===== src/rtl/rc4_pkg.sv =====
// Shared types and helpers for the RC4 key-scheduling shuffle engine.
package rc4_pkg;

  typedef enum logic [2:0] {
    IDLE,
    READ_I,
    WAIT_I,
    READ_J,
    WAIT_J,
    WRITE_I,
    WRITE_J,
    DONE
  } state_e;

  localparam int KEY_BYTES_DEF = 3;
  localparam int ADDR_W_DEF    = 8;
  localparam int DATA_W_DEF    = 8;
  localparam int MAX_KEY_BYTES = 32;

  // Byte idx of an nbytes-long key, byte 0 being the most significant.
  function automatic logic [7:0] key_byte(input logic [MAX_KEY_BYTES*8-1:0] key,
                                          input int unsigned nbytes,
                                          input int unsigned idx);
    logic [MAX_KEY_BYTES*8-1:0] shifted;
    shifted = key >> ((nbytes - 1 - idx) * 8);
    return shifted[7:0];
  endfunction

endpackage


===== src/rtl/rc4_key_mux.sv =====
// Combinational key byte selector driven by the wrapping key-index counter.
module rc4_key_mux
  import rc4_pkg::*;
#(
  parameter int KEY_BYTES = KEY_BYTES_DEF,
  parameter int KIDX_W    = 2
) (
  input  logic [KEY_BYTES*8-1:0] key,
  input  logic [KIDX_W-1:0]      idx,
  output logic [7:0]             key_byte_o
);

  logic [MAX_KEY_BYTES*8-1:0] key_ext;

  always_comb begin
    key_ext                  = '0;
    key_ext[KEY_BYTES*8-1:0] = key;
    key_byte_o               = key_byte(key_ext, KEY_BYTES, 32'(idx));
  end

endmodule


===== src/rtl/rc4_ksa_shuffle.sv =====
// RC4 key-scheduling shuffle: walks i over the S-memory, accumulates j and
// swaps S[i]/S[j] through a single-port synchronous memory.
module rc4_ksa_shuffle
  import rc4_pkg::*;
#(
  parameter int KEY_BYTES = KEY_BYTES_DEF,
  parameter int ADDR_W    = ADDR_W_DEF,
  parameter int DATA_W    = DATA_W_DEF,
  parameter int RD_LAT    = 1
) (
  input  logic                   clk,
  input  logic                   reset,
  input  logic                   start,
  input  logic [KEY_BYTES*8-1:0] secret_key,
  output logic [ADDR_W-1:0]      mem_addr,
  output logic [DATA_W-1:0]      mem_wdata,
  output logic                   mem_wr_en,
  input  logic [DATA_W-1:0]      mem_rdata,
  output logic                   busy,
  output logic                   done
);

  localparam int KIDX_W = (KEY_BYTES > 1) ? $clog2(KEY_BYTES) : 1;
  localparam int SUM_W  = ((DATA_W > 8) ? DATA_W : 8) + 2;
  localparam logic [ADDR_W-1:0] I_LAST    = '1;
  localparam logic [KIDX_W-1:0] KIDX_LAST = KIDX_W'(KEY_BYTES - 1);
  localparam logic [1:0]        WAIT_LAST = 2'(RD_LAT - 1);

  state_e                 state_q, state_d;
  logic [ADDR_W-1:0]      i_q, i_d;
  logic [ADDR_W-1:0]      j_q, j_d;
  logic [ADDR_W-1:0]      si_q, si_d;
  logic [DATA_W-1:0]      sj_q, sj_d;
  logic [KEY_BYTES*8-1:0] key_q, key_d;
  logic [KIDX_W-1:0]      kidx_q, kidx_d;
  logic [1:0]             wcnt_q, wcnt_d;

  logic [7:0]             kbyte;
  logic [SUM_W-1:0]       j_sum;

  rc4_key_mux #(
    .KEY_BYTES (KEY_BYTES),
    .KIDX_W    (KIDX_W)
  ) u_key_mux (
    .key        (key_q),
    .idx        (kidx_q),
    .key_byte_o (kbyte)
  );

  // Wide enough that the three-term sum never overflows before the modulo.
  assign j_sum = SUM_W'(j_q) + SUM_W'(mem_rdata) + SUM_W'(kbyte);

  always_ff @(posedge clk or posedge reset) begin
    if (reset) begin
      state_q <= IDLE;
      i_q     <= '0;
      j_q     <= '0;
      si_q    <= '0;
      sj_q    <= '0;
      key_q   <= '0;
      kidx_q  <= '0;
      wcnt_q  <= '0;
    end else begin
      state_q <= state_d;
      i_q     <= i_d;
      j_q     <= j_d;
      si_q    <= si_d;
      sj_q    <= sj_d;
      key_q   <= key_d;
      kidx_q  <= kidx_d;
      wcnt_q  <= wcnt_d;
    end
  end

  always_comb begin
    state_d   = state_q;
    i_d       = i_q;
    j_d       = j_q;
    si_d      = si_q;
    sj_d      = sj_q;
    key_d     = key_q;
    kidx_d    = kidx_q;
    wcnt_d    = wcnt_q;
    mem_addr  = '0;
    mem_wdata = '0;
    mem_wr_en = 1'b0;
    busy      = (state_q != IDLE);
    done      = 1'b0;

    case (state_q)
      IDLE: begin
        if (start) begin
          key_d   = secret_key;
          i_d     = '0;
          j_d     = '0;
          kidx_d  = '0;
          state_d = READ_I;
        end
      end
      READ_I: begin
        mem_addr = i_q;
        wcnt_d   = '0;
        state_d  = WAIT_I;
      end
      WAIT_I: begin
        mem_addr = i_q;
        if (wcnt_q == WAIT_LAST) begin
          si_d    = mem_rdata[ADDR_W-1:0];
          j_d     = j_sum[ADDR_W-1:0];
          state_d = READ_J;
        end else begin
          wcnt_d = wcnt_q + 2'd1;
        end
      end
      READ_J: begin
        mem_addr = j_q;
        wcnt_d   = '0;
        state_d  = WAIT_J;
      end
      WAIT_J: begin
        mem_addr = j_q;
        if (wcnt_q == WAIT_LAST) begin
          sj_d    = mem_rdata;
          state_d = WRITE_I;
        end else begin
          wcnt_d = wcnt_q + 2'd1;
        end
      end
      WRITE_I: begin
        mem_addr  = i_q;
        mem_wdata = sj_q;
        mem_wr_en = 1'b1;
        state_d   = WRITE_J;
      end
      WRITE_J: begin
        mem_addr  = j_q;
        mem_wdata = DATA_W'(si_q);
        mem_wr_en = 1'b1;
        // The last index is detected before incrementing, so i never overflows.
        if (i_q == I_LAST) begin
          state_d = DONE;
        end else begin
          i_d     = i_q + ADDR_W'(1);
          kidx_d  = (kidx_q == KIDX_LAST) ? '0 : kidx_q + KIDX_W'(1);
          state_d = READ_I;
        end
      end
      DONE: begin
        done    = 1'b1;
        state_d = IDLE;
      end
      default: state_d = IDLE;
    endcase
  end

endmodule

===== config.mk =====
export PLATFORM = sky130hd
export DESIGN_NAME = rc4_ksa_shuffle
export DESIGN_NICKNAME = d
export VERILOG_FILES = /design/src/rtl/rc4_pkg.sv /design/src/rtl/rc4_key_mux.sv /design/src/rtl/rc4_ksa_shuffle.sv
export SDC_FILE = /design/constraint.sdc
export NUM_CORES = 1
export LEC_CHECK = 0
export ABC_AREA = 1
export BUFFER_PORTS_ARGS = -buffer_cell sky130_fd_sc_hd__buf_2
export CORE_AREA = 5 5 103 105
export DETAILED_ROUTE_END_ITERATION = 16
export DIE_AREA = 0 0 108 110
export RECOVER_POWER = 50
export SLEW_MARGIN = 30
export SYNTH_ARGS = -nofsm -noshare
export SYNTH_HDL_FRONTEND = slang
export SYNTH_HIERARCHICAL = 1
export SYNTH_SLANG_ARGS = --single-unit

===== constraint.sdc =====
create_clock -name clk -period 2.8 [get_ports clk]
set_input_delay 0.42 -clock clk [delete_from_list [all_inputs] [get_ports clk]]
set_output_delay 0.42 -clock clk [all_outputs]
set_load 0.01 [all_outputs]

Word-level counts from Yosys, hierarchy flattened:

Index checks and enable logic that the tools add are counted.

* logic and storage cells: 67
* input port bits: 35
* output and inout port bits: 19
* register bits: 63

* $add $sub $neg: 6
* shift operators: 1
* reductions and logical operators: 18
* muxes and demuxes: 20
* eq/ne operators: 14

Operator list (number)
* $pmux 8 s2: 4
* $shr 24x32->8: 1
* $mux 8: 3
* $pmux 3 s8: 1
* $add 8x8->8: 2
* $eq 3x3->1 const B: 4
* $mux 3: 4
* $ne 2x2->1 const B: 5
* $reduce_and 3->1: 3
* $add 8x1->8 const B: 1
* $eq 8x8->1 const B: 1
* $mux 2: 4
* $pmux 2 s2: 2
* $reduce_and 2->1: 4
* $eq 3x2->1 const B: 2
* $reduce_bool 2->1: 3
* $reduce_or 2->1: 3
* $reduce_or 3->1: 2
* $add 2x1->2 const B: 2
* $eq 3x1->1 const B: 1
* $logic_not 3->1: 1
* $reduce_bool 3->1: 1
* $sub 2x2->3 const A: 1
* $eq 2x2->1 const B: 1
* 2 further kinds: 3

Longest topological paths before layout:

Gate-level depths: netlist of the first run.

* depth in word-level cells: 5
* depth in mapped cells: 17

Hierarchy:

The synthesis of the first run kept the hierarchy.

By module, submodules not included
* rc4_ksa_shuffle: area an instance 3362.0 um2, seq. area each 1576.5 um2, cells an instance 408, instances 1
* rc4_key_mux: area an instance 349.1 um2, seq. area each 0.0 um2, cells an instance 79, instances 1

Least setup slack after synthesis of the first run:

No wires, ideal clock.

* path type: reg2reg
* start: reg kidx_q[0]
* end: reg j_q[7]
* setup slack: 0.087 ns
* library setup time: 0.117 ns
* stages on the path, launching flop included: 17
* clock period less this slack: 2.713 ns
* arrival: 2.595 ns
* buffers on the path: 1
* cell sequence: dfrtp_1 -> ha_1 -> buf_6 -> inv_1 -> nand2_1 -> nand2_1 -> nor2_1 -> fa_1 -> ha_1 -> inv_1 -> fa_1 -> inv_1 -> nand3_1 -> nand3_1 -> nand2_1 -> nand3_1 -> nand2_1

* cells in the longest elaborated chain, start to end: 5

Ends and longest elaborated chain
* start, declared: line rc4_ksa_shuffle.sv:35 `logic [KIDX_W-1:0] kidx_q, kidx_d;`
* start signal, assigned: line rc4_ksa_shuffle.sv:70 `kidx_q <= kidx_d;`
* $sub 2x2->3: line rc4_pkg.sv:25 `shifted = key >> ((nbytes - 1 - idx) * 8);`
* $shr 24x32->8: line rc4_pkg.sv:25
* named net kbyte[1]: line rc4_ksa_shuffle.sv:38 `logic [7:0] kbyte;`
* $add 8x8->8: line rc4_ksa_shuffle.sv:51 `assign j_sum = SUM_W'(j_q) + SUM_W'(mem_rdata) + SUM_W'(kbyte);`
* $mux 8: line rc4_ksa_shuffle.sv:107 `if (wcnt_q == WAIT_LAST) begin`
* $pmux 8 s2: line rc4_ksa_shuffle.sv:90 `case (state_q)`
* end signal, assigned: line rc4_ksa_shuffle.sv:66 `j_q <= j_d;`
* end, declared: line rc4_ksa_shuffle.sv:31 `logic [ADDR_W-1:0] j_q, j_d;`

The timed path passes the listed nets, and every way through them passes these cells. The select of a mux whose other input is x is not followed.
A chain may end at the register's enable or synchronous reset.

Worst setup path after layout of the first run:

* start: reg kidx_q[0]
* end: reg j_q[3]

Same word-level chain as after synthesis.

==> results of run 1 <==
-- cell families (layout without fill, tap and decap cells) --
logic type                 Yosys count  count (layout)  share of synthesized area (%)
and+or+nand+nor                    260             260                           30.0
DFF                                 63              63                           42.5
adders and majority gates           17              17                           7.35
AOI/OAI and AO/OA                   60              60                           9.47
xor gates and xnor gates             4               4                          0.944
buffers and inverters               83             145                           9.78
-- per-layer routing --
metal	share of wire, %	up-vias	wire (microns)	GRT usage [%]
li1	-	1653	-	-
met3	4.6	9	410	3.15
met4	1.4	0	127	5.86
met1	49	1487	4360	22.1
met5	0	-	0	0
met2	44	66	3920	25.5
-- what timing repair did --
| action | in CTS | in global routing |
|---|---|---|
| gates resized for setup | 0 | 9 |
| endpoints found under the hold margin | 0 | 0 |
| setup buffers | 0 | 2 |
| setup endpoints to repair | 0 | 5 |
-- power by group through the flow --
stage	sequential, mW	clock [mW]	combinational, mW
floorplan	1.52	0	2.30
global route	1.67	0.959	3.59
detailed placement	1.63	0	2.92
global placement	1.61	0	2.88
CTS	1.61	0.918	2.95
finish	1.61	0.899	3.09
-- registers in the layout, summed over array words and instances, names as in the netlist --
signal / count
i_q: 8
key_q: 24
sj_q: 8
j_q: 8
si_q: 8
state_q: 3
kidx_q: 2
wcnt_q: 2
-- area by class of cell --
type	instances	area share [%]
Clock buffer	13	3.63
Inverter	68	6.05
Sequential cell	63	36.0
Multi-Input combinational cell	341	41.4
Clock inverter	3	1.48
Timing Repair Buffer	61	7.65
Tap cell	133	3.80
-- through the flow --
step	worst slack (ns)	hold WS (ns)
detailed placement	0.0178	0.463
finish	0.154	0.311
global route	-0.0129	0.307
CTS	0.00214	0.303
global placement	0.102	0.461
floorplan	0.0873	0.442
-- worst paths after layout --
path                        endpoint            from  slack (ns)
max                           j_q[3]       kidx_q[0]        0.15
min                        key_q[15]  secret_key[15]        0.31
max reg2reg                   j_q[3]       kidx_q[0]        0.15
min reg2reg                 key_q[2]        key_q[2]        0.48
max in group asynchronous    si_q[4]           reset        1.25
min in group asynchronous     i_q[1]           reset        0.62
-- layout by cell type, fill, tap and decap left out, types with 2 or more instances in the layout --
master       n
buf_4        6
buf_2       53
o22ai_1      7
xnor2_1      3
o21ai_1      7
clkbuf_1     2
nor2_1      31
nand2_1    166
clkbuf_8    11
inv_1       63
nand4_1      3
nor2_2       3
fa_1         7
o21ai_0     33
a32o_1       8
nand3_1     44
ha_4         2
nand2_2      6
ha_1         6
bufinv_16    2
a21oi_1      3
dfrtp_1     63
inv_2        2
-- worst max-delay path, stage by stage, from the launching register on --
cell	delay (ns)
dfrtp_1	0.41
ha_4	0.29
buf_12	0.11
nand2_1	0.05
nor2_1	0.08
nor2_1	0.06
fa_1	0.49
ha_2	0.19
inv_1	0.06
fa_2	0.38
buf_4	0.15
xor2_1	0.13
o22ai_1	0.17
==> results.py, run 1 <==
metrics = {
    "detailed_routing": {
        "drc": 0,
        "routedWlPerCell_microns": 12.9,
        "antenna_left": 0,
        "first_pass_iters": 4,
        "wl_microns": 8820,
        "viasPerCell": 4.71,
        "vias": 3215,
        "drtIter0Drc": 126,
    },
    "run_status": {
        "status": "finished, violations left",
        "violations": "capacitance limit, slew limit",
    },
    "logic_synthesis": {
        "synthFlopType": "dfrtp_1",
        "synthMostInstantiatedCell": "nand2_1",
        "yosys_warnings": 6,
        "syn_avg_cell_area_sq_um": 7.62,
        "yosysTopAreaCellShare_pct": 42.5,
        "ys_seq_elements": 63,
        "seq_area_frac_synth_pct": 42.5,
        "yosysTopAreaCell": "dfrtp_1",
        "syn_area_sq_um": 3710,
        "syn_nets": 539,
        "ys_types": 32,
        "synth-edff-count": 0,
        "netlist_instances": 487,
        "synthTopCellsByArea": "dfrtp_1 42%, nand2_1 17%, inv_1 6.6%",
        "synthTopCellsByCount": "166 x nand2_1, 65 x inv_1, 63 x dfrtp_1",
        "synth-async-reset-ratio_pct": 100,
    },
    "placed_design": {
        "routabilityCongestion": 0.888,
        "placed_area_sq_um": 4100,
        "hpwl_microns": 6600,
        "dp.cells": 664,
        "io_buffers": 53,
    },
    "sta": {
        "relSlewSlack_pct": -5.58,
        "finClkSkew_ns": 0.0135,
        "fin_setup_tns_ns": 0,
        "report.final.slew_viol_count": 64,
        "tightest_slew_ns": 1.58,
        "finalHoldViolCount": 0,
        "fmax_mhz": 378,
        "min_period_ns": 2.65,
        "setup_viol": 0,
        "post-route-period-util_pct": 94.5,
    },
    "cts": {
        "cts_root_buf": "clkbuf_8",
        "clk_pin_slew_worst_paths_ns": 0.07,
        "cts_tree": "done",
        "hold_buffers": 0,
        "cts.path.max_buffers": 2,
        "h-tree-depth": 3,
        "cts.sinks": 63,
        "cts_buffers": 9,
        "insertion_delay_ns": 0.34,
    },
    "hold_path": {
        "hold_path.class": "in2reg",
        "min_path_cells": 3,
    },
    "power_and_ir_drop": {
        "p_comb_share_pct": 55.2,
        "swShare_pct": 45.1,
        "internal-power_mw": 3.08,
        "switchingPower_mw": 2.53,
        "seqPwrFrac_pct": 28.8,
        "p_clk_share_pct": 16.0,
        "p_leak_nw": 2.40,
        "power.total_mw": 5.60,
        "power_density_nw_per_um2": 1280,
        "peakVddDrop_mv": 0.533,
    },
    "global_routing": {
        "grt.overflow.total": 0,
        "grt_pass1_wl_microns": 15200,
        "antenna_found_initial": 0,
        "grt_usage_pct": 16.1,
        "grt_max_degree": 64,
        "grt_pass1_vias": 3201,
    },
    "final_layout": {
        "antenna_cells": 0,
        "final_util_pct": 45.9,
        "drive_above_1_share_pct": 18.0,
        "fin_cells": 682,
        "multi_input_area_sq_um": 1820,
        "fin_area_sq_um": 4380,
        "regArea_sq_um": 1580,
        "nets": 596,
        "area_growth_pct": 18.1,
        "fill_cells": 1012,
    },
    "critical_path": {
        "crit_type": "reg2reg",
        "required_ns": 3.05,
        "critPathArrivalTime_ns": 2.89,
        "crit_fanout": 8,
        "end_kind": "flop",
        "cp-start-kind": "flop",
        "reg2reg_depth": 12,
    },
    "floorplan": {
        "core-area_sq_um": 9550,
        "boundaryPins": 54,
        "die_y_microns": 110,
        "dieArea_sq_um": 11900,
        "num_rows": 36,
        "die_x_microns": 108,
        "start_util_pct": 38.9,
    },
    "job": {
        "maxCapViolations": 1,
    },
}
Power figures use the tool's default switching activity.
==> run 2: changes to the inputs <==
--- a/config.mk
+++ b/config.mk
@@ -6,12 +6,12 @@
 export NUM_CORES = 1
 export LEC_CHECK = 0
 export ABC_AREA = 1
-export BUFFER_PORTS_ARGS = -buffer_cell sky130_fd_sc_hd__buf_2
-export CORE_AREA = 5 5 103 105
+export CORE_AREA = 5 5 93 116
 export DETAILED_ROUTE_END_ITERATION = 16
-export DIE_AREA = 0 0 108 110
+export DIE_AREA = 0 0 98 121
+export DONT_BUFFER_PORTS = 1
 export RECOVER_POWER = 50
-export SLEW_MARGIN = 30
+export SLEW_MARGIN = 25
 export SYNTH_ARGS = -nofsm -noshare
 export SYNTH_HDL_FRONTEND = slang
 export SYNTH_HIERARCHICAL = 1
==> run 2 against run 1 <==
  * The run now ends clean
  * Combinational power is 8.7% lower
  * Hold slack worse by 0.074 ns
  * Largest power group unchanged
  * Non-clock buffer count is 53 lower
  * Sequential power hardly changed
  * Register-to-register slack hardly changed
==> results.py, run 2 (synthesis results as in run 1) <==
metrics = {
    "run_status": {
        "status": "finished, final reports clean",
    },
    "cts": {
        "cts.path.max_buffers": 2,
        "cts_tree": "done",
        "hold_buffers": 0,
        "cts_buffers": 9,
        "clk_pin_slew_worst_paths_ns": 0.06,
        "cts_root_buf": "clkbuf_16",
        "h-tree-depth": 3,
        "insertion_delay_ns": 0.33,
        "cts.sinks": 63,
    },
    "sta": {
        "relSlewSlack_pct": 13.3,
        "min_period_ns": 2.64,
        "finalHoldViolCount": 0,
        "setup_viol": 0,
        "report.final.slew_viol_count": 0,
        "tightest_slew_ns": 1.30,
        "post-route-period-util_pct": 94.3,
        "fmax_mhz": 379,
        "fin_setup_tns_ns": 0,
        "finClkSkew_ns": 0.00924,
        "rsz0062_at_grt": "no",
    },
    "floorplan": {
        "start_util_pct": 38.8,
        "core-area_sq_um": 9560,
        "die_y_microns": 121,
        "num_rows": 40,
        "die_x_microns": 98,
        "boundaryPins": 54,
        "dieArea_sq_um": 11900,
    },
    "critical_path": {
        "reg2reg_depth": 16,
        "crit_buf_inv": 3,
        "crit-reg2reg-launch": "kidx_q[0]",
        "cp_common_cell": "nand2_1",
        "critPathTopFamily": "adder cells",
        "reg2reg_setup_slack_ns": 0.16,
        "crit_type": "reg2reg",
        "cp-start-kind": "flop",
        "critPathArrivalTime_ns": 2.85,
        "critical-path-max-stage-delay_ns": 0.43,
        "crit_chain": "ha_4, inv_2, buf_4, nand2_1, nand2_1, nor2_1, fa_1, ha_1, nand2_1, inv_1, nand2_1, nand2_1, nor2_1, nand2_1, nand3_1, nand2_1",
        "cp_slowest_cell": "fa_1",
        "crit_fanout": 6,
        "required_ns": 3.01,
        "regToRegEndpoint": "j_q[7]",
        "end_kind": "flop",
    },
    "final_layout": {
        "drive_above_1_share_pct": 8.06,
        "final_util_pct": 43.4,
        "fill_cells": 970,
        "layout_common_cells": "166 x nand2_1, 64 x inv_1, 63 x dfrtp_1, 44 x nand3_1",
        "largest_register": "key_q",
        "largest_register_ffs": 24,
        "nets": 543,
        "layout_commonest_cell": "nand2_1",
        "area_growth_pct": 11.7,
        "antenna_cells": 0,
    },
    "global_routing": {
        "grt.overflow.total": 0,
        "antenna_found_initial": 0,
        "grt_pass1_vias": 3096,
        "grt_pass1_wl_microns": 15200,
        "grt_usage_pct": 15.8,
        "grt_max_degree": 34,
    },
    "detailed_routing": {
        "drtIter0Drc": 129,
        "viasPerCell": 4.89,
        "routedWlPerCell_microns": 14.1,
        "drc": 0,
        "wl_microns": 8780,
        "vias": 3044,
        "first_pass_iters": 4,
        "antenna_left": 0,
    },
    "placed_design": {
        "routabilityCongestion": 0.916,
        "io_buffers": 0,
        "hpwl_microns": 6660,
    },
    "hold_path": {
        "hold_path.class": "in2reg",
        "worstHoldStart": "secret_key[7]",
        "worstHoldEndpoint": "key_q[7]",
        "min_path_cells": 2,
    },
    "power_and_ir_drop": {
        "power_density_nw_per_um2": 1340,
        "peakVddDrop_mv": 0.508,
        "p_leak_nw": 2.20,
    },
    "job": {
        "maxCapViolations": 0,
    },
}
==> run 2: cell types whose count changed in the layout (fill, tap and decap cells not counted), sizes merged <==
cell	before	now
inv	67	68
clkinvlp	0	3
clkbuf	14	13
bufinv	2	1
buf	60	6
clkinv	2	1
==> run 2: stage by stage <==
step                      instances  setup slack, ns  cell area (sq um)  power, mW  hold WS, ns
after floorplan                 487           0.0873               3710       3.82        0.442
after global placement          604            0.101               3830       4.34        0.460
after detailed placement        604           0.0105               3830       4.42        0.460
after CTS                       620           0.0537               4130       5.57        0.136
after global routing            622           0.0104               4140       6.12        0.230
final                           622            0.161               4140       5.54        0.237
==> run 2: what timing repair did <==
action / CTS / global route
setup buffers: 0 / 2
hold endpoints to repair: 0 / 0
resized for setup: 1 / 3
endpoints found under the setup margin: 1 / 3
==> run 2: where the power goes <==
part           leakage [nW]  total, mW  internal (mW)  switching [mW]
clock network         0.138       1.11          0.711           0.397
registers             0.799       1.62           1.32           0.299
logic                  1.26       2.82           1.04            1.78
==> run 2: worst max path at each step <==
stage / cells past startpoint / startpoint / end / slack (ns)
finish: 16 / kidx_q[0] / j_q[7] / 0.16
global route: 13 / kidx_q[0] / j_q[5] / 0.01
global placement: 14 / kidx_q[0] / j_q[7] / 0.10
floorplan: 16 / kidx_q[0] / j_q[7] / 0.09
detailed placement: 15 / kidx_q[0] / j_q[7] / 0.01
CTS: 15 / kidx_q[0] / j_q[7] / 0.05
==> run 2: per-layer routing <==
layer	routed length [microns]	GRT usage [%]	vias to the layer above	part of all wire, %
met2	4030	25.1	73	46
met5	0	0	-	0
met3	401	3.34	13	4.6
met4	161	5.45	0	1.8
li1	-	-	1552	-
met1	4180	21.5	1406	48
==> run 2: cell type report <==
| class | count | area (sq um) | share of cell area (%) |
|---|---|---|---|
| clock buffer | 11 | 243 | 5.86 |
| clock inverter | 5 | 57.6 | 1.39 |
| inverter | 68 | 265 | 6.40 |
| multi-input combinational | 341 | 1790 | 43.1 |
| sequential | 63 | 1580 | 38.0 |
| tap | 126 | 158 | 3.80 |
| timing repair buffer | 8 | 57.6 | 1.39 |
==> run 2: worst register-to-register path: cells and delay by family, from the launching register on <==
kind                       cells  cell delay, ns
adders and majority gates      3            1.10
and+or+nand+nor               10            0.76
DFF                            1            0.42
buffers and inverters          3            0.26
